--- src/rtl/trap_ctrl_pkg.sv ---
// ============================================================================
// Module  : trap_ctrl_pkg
// Purpose : Shared definitions for the trap controller slice.
//           Contains FSM state encodings, interrupt and exception cause codes,
//           mstatus and mie bit positions, and machine CSR addresses.
// Ports   : none (package)
// Config  : none
// Revision: 1.0 - initial release
// ============================================================================
`default_nettype none

package trap_ctrl_pkg;

   // FSM state encodings
   localparam logic [1:0] c_ST_IDLE  = 2'd0;
   localparam logic [1:0] c_ST_FLUSH = 2'd1;
   localparam logic [1:0] c_ST_REDIR = 2'd2;

   typedef enum logic [1:0] {
      ST_IDLE  = c_ST_IDLE,
      ST_FLUSH = c_ST_FLUSH,
      ST_REDIR = c_ST_REDIR
   } trap_state_t;

   // Interrupt / exception cause codes
   localparam logic [3:0] c_CAUSE_MEI     = 4'd11;
   localparam logic [3:0] c_CAUSE_MSI     = 4'd3;
   localparam logic [3:0] c_CAUSE_MTI     = 4'd7;
   localparam logic [3:0] c_CAUSE_ECALL_M = 4'd11;

   // mstatus bit positions
   localparam int c_MSTATUS_MIE    = 3;
   localparam int c_MSTATUS_MPIE   = 7;
   localparam int c_MSTATUS_MPP_LO = 11;
   localparam int c_MSTATUS_MPP_HI = 12;

   // mie enable bit positions
   localparam int c_MIE_MSIE = 3;
   localparam int c_MIE_MTIE = 7;
   localparam int c_MIE_MEIE = 11;

   // Previous-privilege value for machine mode, and mtvec vectored mode
   localparam logic [1:0] c_PRV_M          = 2'b11;
   localparam logic [1:0] c_MTVEC_VECTORED = 2'b01;

   // Machine CSR addresses
   localparam logic [11:0] c_CSR_MSTATUS = 12'h300;
   localparam logic [11:0] c_CSR_MIE     = 12'h304;
   localparam logic [11:0] c_CSR_MTVEC   = 12'h305;
   localparam logic [11:0] c_CSR_MEPC    = 12'h341;
   localparam logic [11:0] c_CSR_MCAUSE  = 12'h342;
   localparam logic [11:0] c_CSR_MTVAL   = 12'h343;
   localparam logic [11:0] c_CSR_MIP     = 12'h344;

endpackage

`default_nettype wire

--- src/rtl/trap_ctrl_if.sv ---
// ============================================================================
// Module  : trap_ctrl_if
// Purpose : Bundle of commit, CSR, flush and redirect signals for trap_ctrl.
//           slave  modport : the trap controller
//           master modport : commit stage / CSR file / fetch environment
// Ports   : commit handshake (cmt_*), interrupt lines, CSR read values,
//           CSR write strobes/data, pipeline flush, redirect handshake.
// Config  : none
// Revision: 1.0 - initial release
// ============================================================================
`default_nettype none

interface trap_ctrl_if #(
   parameter int XLEN    = 64,
   parameter int CAUSE_W = 4
);
   logic               cmt_vaild;
   logic               cmt_ready;
   logic               cmt_exc;
   logic [CAUSE_W-1:0] cmt_cause;
   logic               cmt_mret;
   logic [XLEN-1:0]    cmt_pc;
   logic [XLEN-1:0]    cmt_tval;
   logic               cmt_abort;
   logic [2:0]         irq_pend;
   logic [XLEN-1:0]    mstatus_qout;
   logic [XLEN-1:0]    mie_qout;
   logic [XLEN-1:0]    mtvec_qout;
   logic [XLEN-1:0]    mepc_qout;
   logic               trap_we;
   logic [XLEN-1:0]    trap_mepc;
   logic [XLEN-1:0]    trap_mcause;
   logic [XLEN-1:0]    trap_mtval;
   logic               mstatus_we;
   logic [XLEN-1:0]    mstatus_dnxt;
   logic               beFlush;
   logic               redir_vaild;
   logic               redir_ready;
   logic [XLEN-1:0]    redir_pc;

   modport slave (
      input  cmt_vaild, cmt_exc, cmt_cause, cmt_mret, cmt_pc, cmt_tval,
      input  irq_pend, mstatus_qout, mie_qout, mtvec_qout, mepc_qout,
      input  redir_ready,
      output cmt_ready, cmt_abort,
      output trap_we, trap_mepc, trap_mcause, trap_mtval,
      output mstatus_we, mstatus_dnxt,
      output beFlush, redir_vaild, redir_pc
   );

   modport master (
      output cmt_vaild, cmt_exc, cmt_cause, cmt_mret, cmt_pc, cmt_tval,
      output irq_pend, mstatus_qout, mie_qout, mtvec_qout, mepc_qout,
      output redir_ready,
      input  cmt_ready, cmt_abort,
      input  trap_we, trap_mepc, trap_mcause, trap_mtval,
      input  mstatus_we, mstatus_dnxt,
      input  beFlush, redir_vaild, redir_pc
   );

endinterface

`default_nettype wire

--- src/rtl/trap_ctrl_int_arbiter.sv ---
// ============================================================================
// Module  : int_arbiter
// Purpose : Masks raw machine interrupt lines with their enables and the
//           global enable, then picks one with fixed priority MEI > MSI > MTI.
// Ports   : i_irq_pend [2:0] {MEIP,MSIP,MTIP} raw pending lines
//           i_irq_en   [2:0] {MEIE,MSIE,MTIE} per-line enables
//           i_glb_en         mstatus.MIE
//           o_take           an interrupt is to be taken
//           o_code     [3:0] cause code of the winning interrupt
// Config  : none
// Revision: 1.0 - initial release
// ============================================================================
`default_nettype none

module int_arbiter
   import trap_ctrl_pkg::*;
(
   input  logic [2:0] i_irq_pend,
   input  logic [2:0] i_irq_en,
   input  logic       i_glb_en,
   output logic       o_take,
   output logic [3:0] o_code
);

   logic [2:0] w_active;

   always_comb begin
      w_active = i_irq_pend & i_irq_en;
      o_take   = i_glb_en & (|w_active);
      o_code   = 4'd0;
      if (w_active[2]) begin
         o_code = c_CAUSE_MEI;
      end else if (w_active[1]) begin
         o_code = c_CAUSE_MSI;
      end else if (w_active[0]) begin
         o_code = c_CAUSE_MTI;
      end
   end

endmodule

`default_nettype wire

--- src/rtl/trap_ctrl.sv ---
// ============================================================================
// Module  : trap_ctrl
// Purpose : Commit-side trap controller. Accepts a committed instruction,
//           decides between interrupt, exception and MRET, produces the
//           mepc/mcause/mtval/mstatus writes, flushes the pipeline for one
//           cycle and then hands a redirect PC to fetch over valid/ready.
// Ports   : CLK, RST (synchronous, active-high)
//           bus : trap_ctrl_if.slave (commit, CSR, flush, redirect signals)
// Config  : TRAP_VECTORED_INT_EN - when defined and mtvec[1:0]==2'b01,
//           interrupts vector to base + 4*code; exceptions always use base.
//           When undefined, mtvec[1:0] is ignored.
// Revision: 1.0 - initial release
// ============================================================================
`default_nettype none

module trap_ctrl
   import trap_ctrl_pkg::*;
#(
   parameter int XLEN    = 64,
   parameter int CAUSE_W = 4
) (
   input  logic          CLK,
   input  logic          RST,
   trap_ctrl_if.slave    bus
);

   trap_state_t       r_state;
   logic              r_cmt_ready;
   logic              r_be_flush;
   logic              r_trap_we;
   logic              r_mstatus_we;
   logic              r_redir_vld;
   logic [XLEN-1:0]   r_mepc;
   logic [XLEN-1:0]   r_mcause;
   logic [XLEN-1:0]   r_mtval;
   logic [XLEN-1:0]   r_mstatus_nxt;
   logic [XLEN-1:0]   r_target;

   logic              w_irq_take;
   logic [3:0]        w_irq_code;
   logic              w_accept;
   logic              w_take_irq;
   logic              w_take_trap;
   logic              w_take_mret;
   logic [XLEN-1:0]   w_base;
   logic [XLEN-1:0]   w_irq_target;
   logic [XLEN-1:0]   w_trap_mcause;
   logic [XLEN-1:0]   w_trap_mtval;
   logic [XLEN-1:0]   w_trap_target;
   logic [XLEN-1:0]   w_mstatus_trap;
   logic [XLEN-1:0]   w_mstatus_mret;
   logic              w_unused_ok;

   int_arbiter u_int_arbiter (
      .i_irq_pend (bus.irq_pend),
      .i_irq_en   ({bus.mie_qout[c_MIE_MEIE],
                    bus.mie_qout[c_MIE_MSIE],
                    bus.mie_qout[c_MIE_MTIE]}),
      .i_glb_en   (bus.mstatus_qout[c_MSTATUS_MIE]),
      .o_take     (w_irq_take),
      .o_code     (w_irq_code)
   );

   // Commit events are only looked at while idle; priority irq > exc > mret.
   assign w_accept    = (r_state == ST_IDLE) & bus.cmt_vaild;
   assign w_take_irq  = w_accept & w_irq_take;
   assign w_take_trap = w_accept & (w_irq_take | bus.cmt_exc);
   assign w_take_mret = w_accept & ~w_irq_take & ~bus.cmt_exc & bus.cmt_mret;

   assign w_base = {bus.mtvec_qout[XLEN-1:2], 2'b00};

`ifdef TRAP_VECTORED_INT_EN
   assign w_irq_target = (bus.mtvec_qout[1:0] == c_MTVEC_VECTORED)
                       ? w_base + {{(XLEN-6){1'b0}}, w_irq_code, 2'b00}
                       : w_base;
`else
   assign w_irq_target = w_base;
`endif

   assign w_trap_mcause = w_irq_take ? {1'b1, {(XLEN-5){1'b0}}, w_irq_code}
                                     : {{(XLEN-CAUSE_W){1'b0}}, bus.cmt_cause};
   assign w_trap_mtval  = w_irq_take ? '0 : bus.cmt_tval;
   assign w_trap_target = w_irq_take ? w_irq_target : w_base;

   always_comb begin
      w_mstatus_trap = bus.mstatus_qout;
      w_mstatus_trap[c_MSTATUS_MPIE] = bus.mstatus_qout[c_MSTATUS_MIE];
      w_mstatus_trap[c_MSTATUS_MIE]  = 1'b0;
      w_mstatus_trap[c_MSTATUS_MPP_HI:c_MSTATUS_MPP_LO] = c_PRV_M;

      w_mstatus_mret = bus.mstatus_qout;
      w_mstatus_mret[c_MSTATUS_MIE]  = bus.mstatus_qout[c_MSTATUS_MPIE];
      w_mstatus_mret[c_MSTATUS_MPIE] = 1'b1;
      w_mstatus_mret[c_MSTATUS_MPP_HI:c_MSTATUS_MPP_LO] = c_PRV_M;
   end

   // Only a few mie bits and (without vectoring) no mtvec mode bits matter.
   assign w_unused_ok = &{1'b0, bus.mie_qout, bus.mtvec_qout[1:0]};

   always_ff @(posedge CLK) begin
      if (RST) begin
         r_state       <= ST_IDLE;
         r_cmt_ready   <= 1'b1;
         r_be_flush    <= 1'b0;
         r_trap_we     <= 1'b0;
         r_mstatus_we  <= 1'b0;
         r_redir_vld   <= 1'b0;
         r_mepc        <= '0;
         r_mcause      <= '0;
         r_mtval       <= '0;
         r_mstatus_nxt <= '0;
         r_target      <= '0;
      end else begin
         // Flush and CSR strobes live for the single FLUSH cycle only.
         r_be_flush   <= 1'b0;
         r_trap_we    <= 1'b0;
         r_mstatus_we <= 1'b0;
         case (r_state)
            ST_IDLE: begin
               if (w_take_trap) begin
                  r_mepc        <= bus.cmt_pc;
                  r_mcause      <= w_trap_mcause;
                  r_mtval       <= w_trap_mtval;
                  r_mstatus_nxt <= w_mstatus_trap;
                  r_target      <= w_trap_target;
                  r_be_flush    <= 1'b1;
                  r_trap_we     <= 1'b1;
                  r_mstatus_we  <= 1'b1;
                  r_cmt_ready   <= 1'b0;
                  r_state       <= ST_FLUSH;
               end else if (w_take_mret) begin
                  r_mstatus_nxt <= w_mstatus_mret;
                  r_target      <= bus.mepc_qout;
                  r_be_flush    <= 1'b1;
                  r_mstatus_we  <= 1'b1;
                  r_cmt_ready   <= 1'b0;
                  r_state       <= ST_FLUSH;
               end
            end
            ST_FLUSH: begin
               r_redir_vld <= 1'b1;
               r_state     <= ST_REDIR;
            end
            ST_REDIR: begin
               if (bus.redir_ready) begin
                  r_redir_vld <= 1'b0;
                  r_cmt_ready <= 1'b1;
                  r_state     <= ST_IDLE;
               end
            end
            default: begin
               r_redir_vld <= 1'b0;
               r_cmt_ready <= 1'b1;
               r_state     <= ST_IDLE;
            end
         endcase
      end
   end

   // Abort must be visible in the accept cycle so commit does not retire.
   assign bus.cmt_abort    = w_take_irq;
   assign bus.cmt_ready    = r_cmt_ready;
   assign bus.beFlush      = r_be_flush;
   assign bus.trap_we      = r_trap_we;
   assign bus.mstatus_we   = r_mstatus_we;
   assign bus.trap_mepc    = r_mepc;
   assign bus.trap_mcause  = r_mcause;
   assign bus.trap_mtval   = r_mtval;
   assign bus.mstatus_dnxt = r_mstatus_nxt;
   assign bus.redir_vaild  = r_redir_vld;
   assign bus.redir_pc     = r_target;

endmodule

`default_nettype wire

--- src/flat_wrapper.sv ---
// flat-port wrapper written by rule: the top's interface ports become plain ports
module trap_ctrl_flat import trap_ctrl_pkg::*;
#(
   parameter int XLEN    = 64,
   parameter int CAUSE_W = 4
)
  (CLK, RST, bus_cmt_vaild, bus_cmt_exc, bus_cmt_cause, bus_cmt_mret, bus_cmt_pc, bus_cmt_tval, bus_irq_pend, bus_mstatus_qout, bus_mie_qout, bus_mtvec_qout, bus_mepc_qout, bus_redir_ready, bus_cmt_ready, bus_cmt_abort, bus_trap_we, bus_trap_mepc, bus_trap_mcause, bus_trap_mtval, bus_mstatus_we, bus_mstatus_dnxt, bus_beFlush, bus_redir_vaild, bus_redir_pc);
  trap_ctrl_if #(.XLEN(XLEN), .CAUSE_W(CAUSE_W)) bus_i ();
  input  logic CLK;
  input  logic RST;
  input wire logic [$bits(bus_i.cmt_vaild)-1:0] bus_cmt_vaild;
  input wire logic [$bits(bus_i.cmt_exc)-1:0] bus_cmt_exc;
  input wire logic [$bits(bus_i.cmt_cause)-1:0] bus_cmt_cause;
  input wire logic [$bits(bus_i.cmt_mret)-1:0] bus_cmt_mret;
  input wire logic [$bits(bus_i.cmt_pc)-1:0] bus_cmt_pc;
  input wire logic [$bits(bus_i.cmt_tval)-1:0] bus_cmt_tval;
  input wire logic [$bits(bus_i.irq_pend)-1:0] bus_irq_pend;
  input wire logic [$bits(bus_i.mstatus_qout)-1:0] bus_mstatus_qout;
  input wire logic [$bits(bus_i.mie_qout)-1:0] bus_mie_qout;
  input wire logic [$bits(bus_i.mtvec_qout)-1:0] bus_mtvec_qout;
  input wire logic [$bits(bus_i.mepc_qout)-1:0] bus_mepc_qout;
  input wire logic [$bits(bus_i.redir_ready)-1:0] bus_redir_ready;
  output wire logic [$bits(bus_i.cmt_ready)-1:0] bus_cmt_ready;
  output wire logic [$bits(bus_i.cmt_abort)-1:0] bus_cmt_abort;
  output wire logic [$bits(bus_i.trap_we)-1:0] bus_trap_we;
  output wire logic [$bits(bus_i.trap_mepc)-1:0] bus_trap_mepc;
  output wire logic [$bits(bus_i.trap_mcause)-1:0] bus_trap_mcause;
  output wire logic [$bits(bus_i.trap_mtval)-1:0] bus_trap_mtval;
  output wire logic [$bits(bus_i.mstatus_we)-1:0] bus_mstatus_we;
  output wire logic [$bits(bus_i.mstatus_dnxt)-1:0] bus_mstatus_dnxt;
  output wire logic [$bits(bus_i.beFlush)-1:0] bus_beFlush;
  output wire logic [$bits(bus_i.redir_vaild)-1:0] bus_redir_vaild;
  output wire logic [$bits(bus_i.redir_pc)-1:0] bus_redir_pc;
  assign bus_i.cmt_vaild = bus_cmt_vaild;
  assign bus_i.cmt_exc = bus_cmt_exc;
  assign bus_i.cmt_cause = bus_cmt_cause;
  assign bus_i.cmt_mret = bus_cmt_mret;
  assign bus_i.cmt_pc = bus_cmt_pc;
  assign bus_i.cmt_tval = bus_cmt_tval;
  assign bus_i.irq_pend = bus_irq_pend;
  assign bus_i.mstatus_qout = bus_mstatus_qout;
  assign bus_i.mie_qout = bus_mie_qout;
  assign bus_i.mtvec_qout = bus_mtvec_qout;
  assign bus_i.mepc_qout = bus_mepc_qout;
  assign bus_i.redir_ready = bus_redir_ready;
  assign bus_cmt_ready = bus_i.cmt_ready;
  assign bus_cmt_abort = bus_i.cmt_abort;
  assign bus_trap_we = bus_i.trap_we;
  assign bus_trap_mepc = bus_i.trap_mepc;
  assign bus_trap_mcause = bus_i.trap_mcause;
  assign bus_trap_mtval = bus_i.trap_mtval;
  assign bus_mstatus_we = bus_i.mstatus_we;
  assign bus_mstatus_dnxt = bus_i.mstatus_dnxt;
  assign bus_beFlush = bus_i.beFlush;
  assign bus_redir_vaild = bus_i.redir_vaild;
  assign bus_redir_pc = bus_i.redir_pc;
  trap_ctrl #(.XLEN(XLEN), .CAUSE_W(CAUSE_W)) u_core (.CLK(CLK), .RST(RST), .bus(bus_i));
endmodule
--- config.mk ---
export PLATFORM = sky130hd
export DESIGN_NAME = trap_ctrl_flat
export DESIGN_NICKNAME = d
export VERILOG_FILES = /design/src/rtl/trap_ctrl_pkg.sv /design/src/rtl/trap_ctrl_if.sv /design/src/rtl/trap_ctrl_int_arbiter.sv /design/src/rtl/trap_ctrl.sv /design/src/flat_wrapper.sv
export SDC_FILE = /design/constraint.sdc
export NUM_CORES = 1
export LEC_CHECK = 0
export ABC_AREA = 1
export CAP_MARGIN = 20
export CELL_PAD_IN_SITES_DETAIL_PLACEMENT = 0
export CELL_PAD_IN_SITES_GLOBAL_PLACEMENT = 1
export CORE_AREA = 2 2 279 281
export DETAILED_ROUTE_END_ITERATION = 7
export DIE_AREA = 0 0 281 283
export MAX_ROUTING_LAYER = met4
export PLACE_DENSITY_LB_ADDON = 0.1
export REMOVE_ABC_BUFFERS = 1
export SYNTH_ARGS = -nofsm -noshare
export SYNTH_HDL_FRONTEND = slang
export SYNTH_SLANG_ARGS = --single-unit
--- constraint.sdc ---
create_clock -name CLK -period 3.5 [get_ports CLK]
set_clock_uncertainty 0.05 [all_clocks]
set_input_delay 1.05 -clock CLK [delete_from_list [all_inputs] [get_ports CLK]]
set_output_delay 1.05 -clock CLK [all_outputs]
set_load 0.01 [all_outputs]
==> key figures <==
Global route
  – Initial antenna violation count: 12
  – First-pass GRT wire length: 79300 um
  – Gr ovfl total: 0
  – All-Layer GR Usage: 13.7%
  – Largest net degree at the start of global routing: 75
  – Vias in the first global route: 12200

Setup path
  – CP Cell Sequence: clkdlybuf4s50_1, inv_1, nor2_8, nand3_2, inv_1, dlygate4sd2_1
  – Data arrival, critical path: 2280 ps
  – Worst reg-to-reg setup slack: 1380 ps
  – Crit end category: output port
  – Slowest stage cell, crit path: clkdlybuf4s50_1
  – Worst r2r src: u_core.r_state[1]$_SDFFE_PP0P_
  – Critical path peak fanout: 2
  – FF-to-FF path depth: 10
  – CP peak stage delay: 460 ps
  – Startpoint types: input port
  – Worst EP required: 2400 ps
  – Critical path class: input port to output port
  – Reg-to-Reg End: u_core.bus.mstatus_dnxt[14]$_SDFFE_PP0P_
  – Crit path from: bus_cmt_vaild
  – CP dominant cell by count: inv_1

Logic synthesis
  – Mapped cell area: 11600 sq um
  – Primary FF master, synth: dfxtp_1
  – EDFF count, synth: 0
  – Most common cell in the netlist: nand2_1
  – Cells after synthesis: 1748
  – Post-synth top cells: nand2_1 (453), nor2_1 (443), dfxtp_1 (266), inv_1 (193)
  – Unique masters post-synth: 24
  – Seq/Total Area, Yosys: 46.0%
  – Simple-gate share of the synthesized area: 33.2%
  – Top cells by area, synth: dfxtp_1 (46%), nand2_1 (15%), nor2_1 (14%), inv_1 (6.3%), buf_4 (4.6%)
  – Compound-gate portion of the synthesized area: 6.18%
  – Area share of xor/xnor cells in the synthesized design: 0%
  – Post-synthesis adder-cell area fraction: 0%
  – Mux contribution to synthesized area: 0%
  – Cell taking the most area after synthesis: dfxtp_1
  – Largest family of logic cells by synthesized area: simple AND/OR/NAND/NOR gates
  – Top cell type's share of synthesized area: 46.0%
  – Syn. warnings: 0
  – Seq cells post-synth: 266
  – Synthesized area per cell: 6.62 sq um
  – Async SR Flop Fraction: 0%

Hold path
  – Hold Path Stages: 2
  – Type of the worst min-delay path: flip-flop to flip-flop
  – Worst hold start: u_core.bus.trap_mtval[55]$_SDFFE_PP0P_
  – Hold path endpoint: u_core.bus.trap_mtval[55]$_SDFFE_PP0P_

Clock network
  – Num CTS Buffers: 40
  – CTS root buffer: clkbuf_16
  – Htree depth: 2
  – Clk slew on worst S/H paths: 50 ps
  – Clk_lat worst skew: 560 ps
  – Setup bufs post-CTS: 0
  – Cts repair resizes: 1
  – Clk buf depth: 3
  – CTS tree: built
  – Clock sink count: 266
  – Cts hold-fix bufs: 0

Outcome
  – Status: finished, final reports clean

Power
  – Pleak: 0.00857 uW
  – PnR Total Power: 9650 uW
  – Pwr per Cell Area: 482 nW/um^2
  – Maximum VDD drop: 0.000268 V

Job
  – Max_cap viols: 0

Placed design
  – Cells after DPL: 3322
  – Area post-placement: 18700 sq um
  – GPL Wtd Cong: 0.749
  – Dpl hpwl: 40100 um
  – PortBufs: 598

Finish
  – Post-layout instance area: 20000 sq um
  – Ratio of cells with drive above 1 in the final layout: 4.97%
  – Post-route insts no fill: 3404
  – Post-layout nets: 2721
  – Area Overhead vs Synth: 73.1%
  – Final core occ: 26.1%

Timing
  – Hold Vio Cnt, Final: 0
  – Relative slew slack: 38.0%
  – Max-slew violations: 0
  – RSZ-0062 raised after global routing: no
  – Period Utilization, post-route: 96.5%
  – Fmax: 296 MHz
  – Worst Tran Pin Value: 930 ps
  – Setup-failing EPs final: 0
  – Setup TNS Final: 0 ps
  – Minimum clock period: 3380 ps

Drt
  – DR pass1 iterations: 4
  – First DRT Iteration DRCs: 397
  – Detail Route Antenna Nets: 0
  – Vias: 12100
  – Residual DRC count: 0
  – Final wirelength: 54800 um
  – DR WL/cell: 16.1 um
  – Via/cell ratio: 3.57

Floorplanning
  – IO Count: 723
  – Initial Util: 15.1%
  – Die X: 281 um
  – Rows: 102
  – Core area: 76700 sq um
  – Die Y: 283 um
  – Die area: 79500 sq um
[power breakdown]
part	switching [uW]	total, uW	internal, uW
combinational	1090	2210	1120
sequential	135	3440	3300
clock	1570	4000	2430
[stage by stage]
stage          hold WS [ps]  worst slack [ps]
6_report                407               122
5_1_grt                 430              47.3
4_1_cts                 411              80.4
3_5_place_dp            402              -179
3_3_place_gp            397              -187
2_1_floorplan           413             -2210
[per-layer routing]
layer,GRT usage (%),part of all wire (%),up-vias
li1,-,-,6280
met1,14.2,39,5429
met2,23.9,50,365
met3,5.52,9.5,62
met4,3.62,1.8,0
met5,-,0,-
[sequential cells by signal (all words and copies together) (netlist names), 2 cells and up]
register and flops:
u_core.bus.redir_pc 64, u_core.bus.trap_mepc 64, u_core.bus.trap_mtval 64, u_core.bus.mstatus_dnxt 63, u_core.bus.trap_mcause 5, u_core.r_state 2
[final cells by class]
type                    count  area [sq um]
well taps                1040          1300
clock buffers              60          1160
clock inverters            10           133
inverters                 195           737
repair buffers            640          6520
diodes                     12          30.0
fillers                  8450         56700
multi-input cells        1181          4810
flip-flops and latches    266          5330
[layout by cell type (no fill, tap or decap), types with 2 or more instances in the layout]
cell | netlist | routed
a211oi_1 | 3 | 3
a21oi_1 | 68 | 68
buf_12 | 0 | 18
buf_4 | 71 | 24
bufinv_16 | 0 | 2
clkbuf_1 | 32 | 12
clkbuf_16 | 0 | 40
clkbuf_8 | 0 | 8
clkdlybuf4s50_1 | 0 | 596
clkinv_2 | 0 | 4
conb_1 | 1 | 59
dfxtp_1 | 266 | 266
diode_2 | 0 | 12
inv_1 | 193 | 192
inv_2 | 2 | 2
inv_6 | 0 | 2
nand2_1 | 453 | 452
nand2_2 | 4 | 2
nand2_4 | 1 | 4
nand3_1 | 71 | 70
nand3_2 | 3 | 2
nand3_4 | 0 | 2
nor2_1 | 443 | 443
nor3_1 | 2 | 2
o21ai_0 | 47 | 47
o21ai_1 | 22 | 22
[worst max-delay path: cells and delay by family]
family                 cells  cell delay [ps]
buffers and inverters      4              920
and+or+nand+nor            2              310
[how the worst max path moves through the flow]
| stage | cells past startpoint | slack (ps) | to |
|---|---|---|---|
| finish | 6 | 120 | bus_cmt_abort |
| detailed placement | 6 | -180 | bus_cmt_abort |
| global route | 6 | 50 | bus_cmt_abort |
| global placement | 6 | -190 | bus_cmt_abort |
| floorplan | 6 | -2210 | u_core.bus.mstatus_dnxt[12]$_SDFFE_PP0P_ |
| CTS | 6 | 80 | bus_cmt_abort |
[cells by family after synthesis]
| group | Yosys count |
|---|---|
| simple gates | 981 |
| buf+inv | 359 |
| other cells | 1 |
| flops | 266 |
| compound gates | 141 |
No activity file was read; power rests on OpenSTA's default activity.
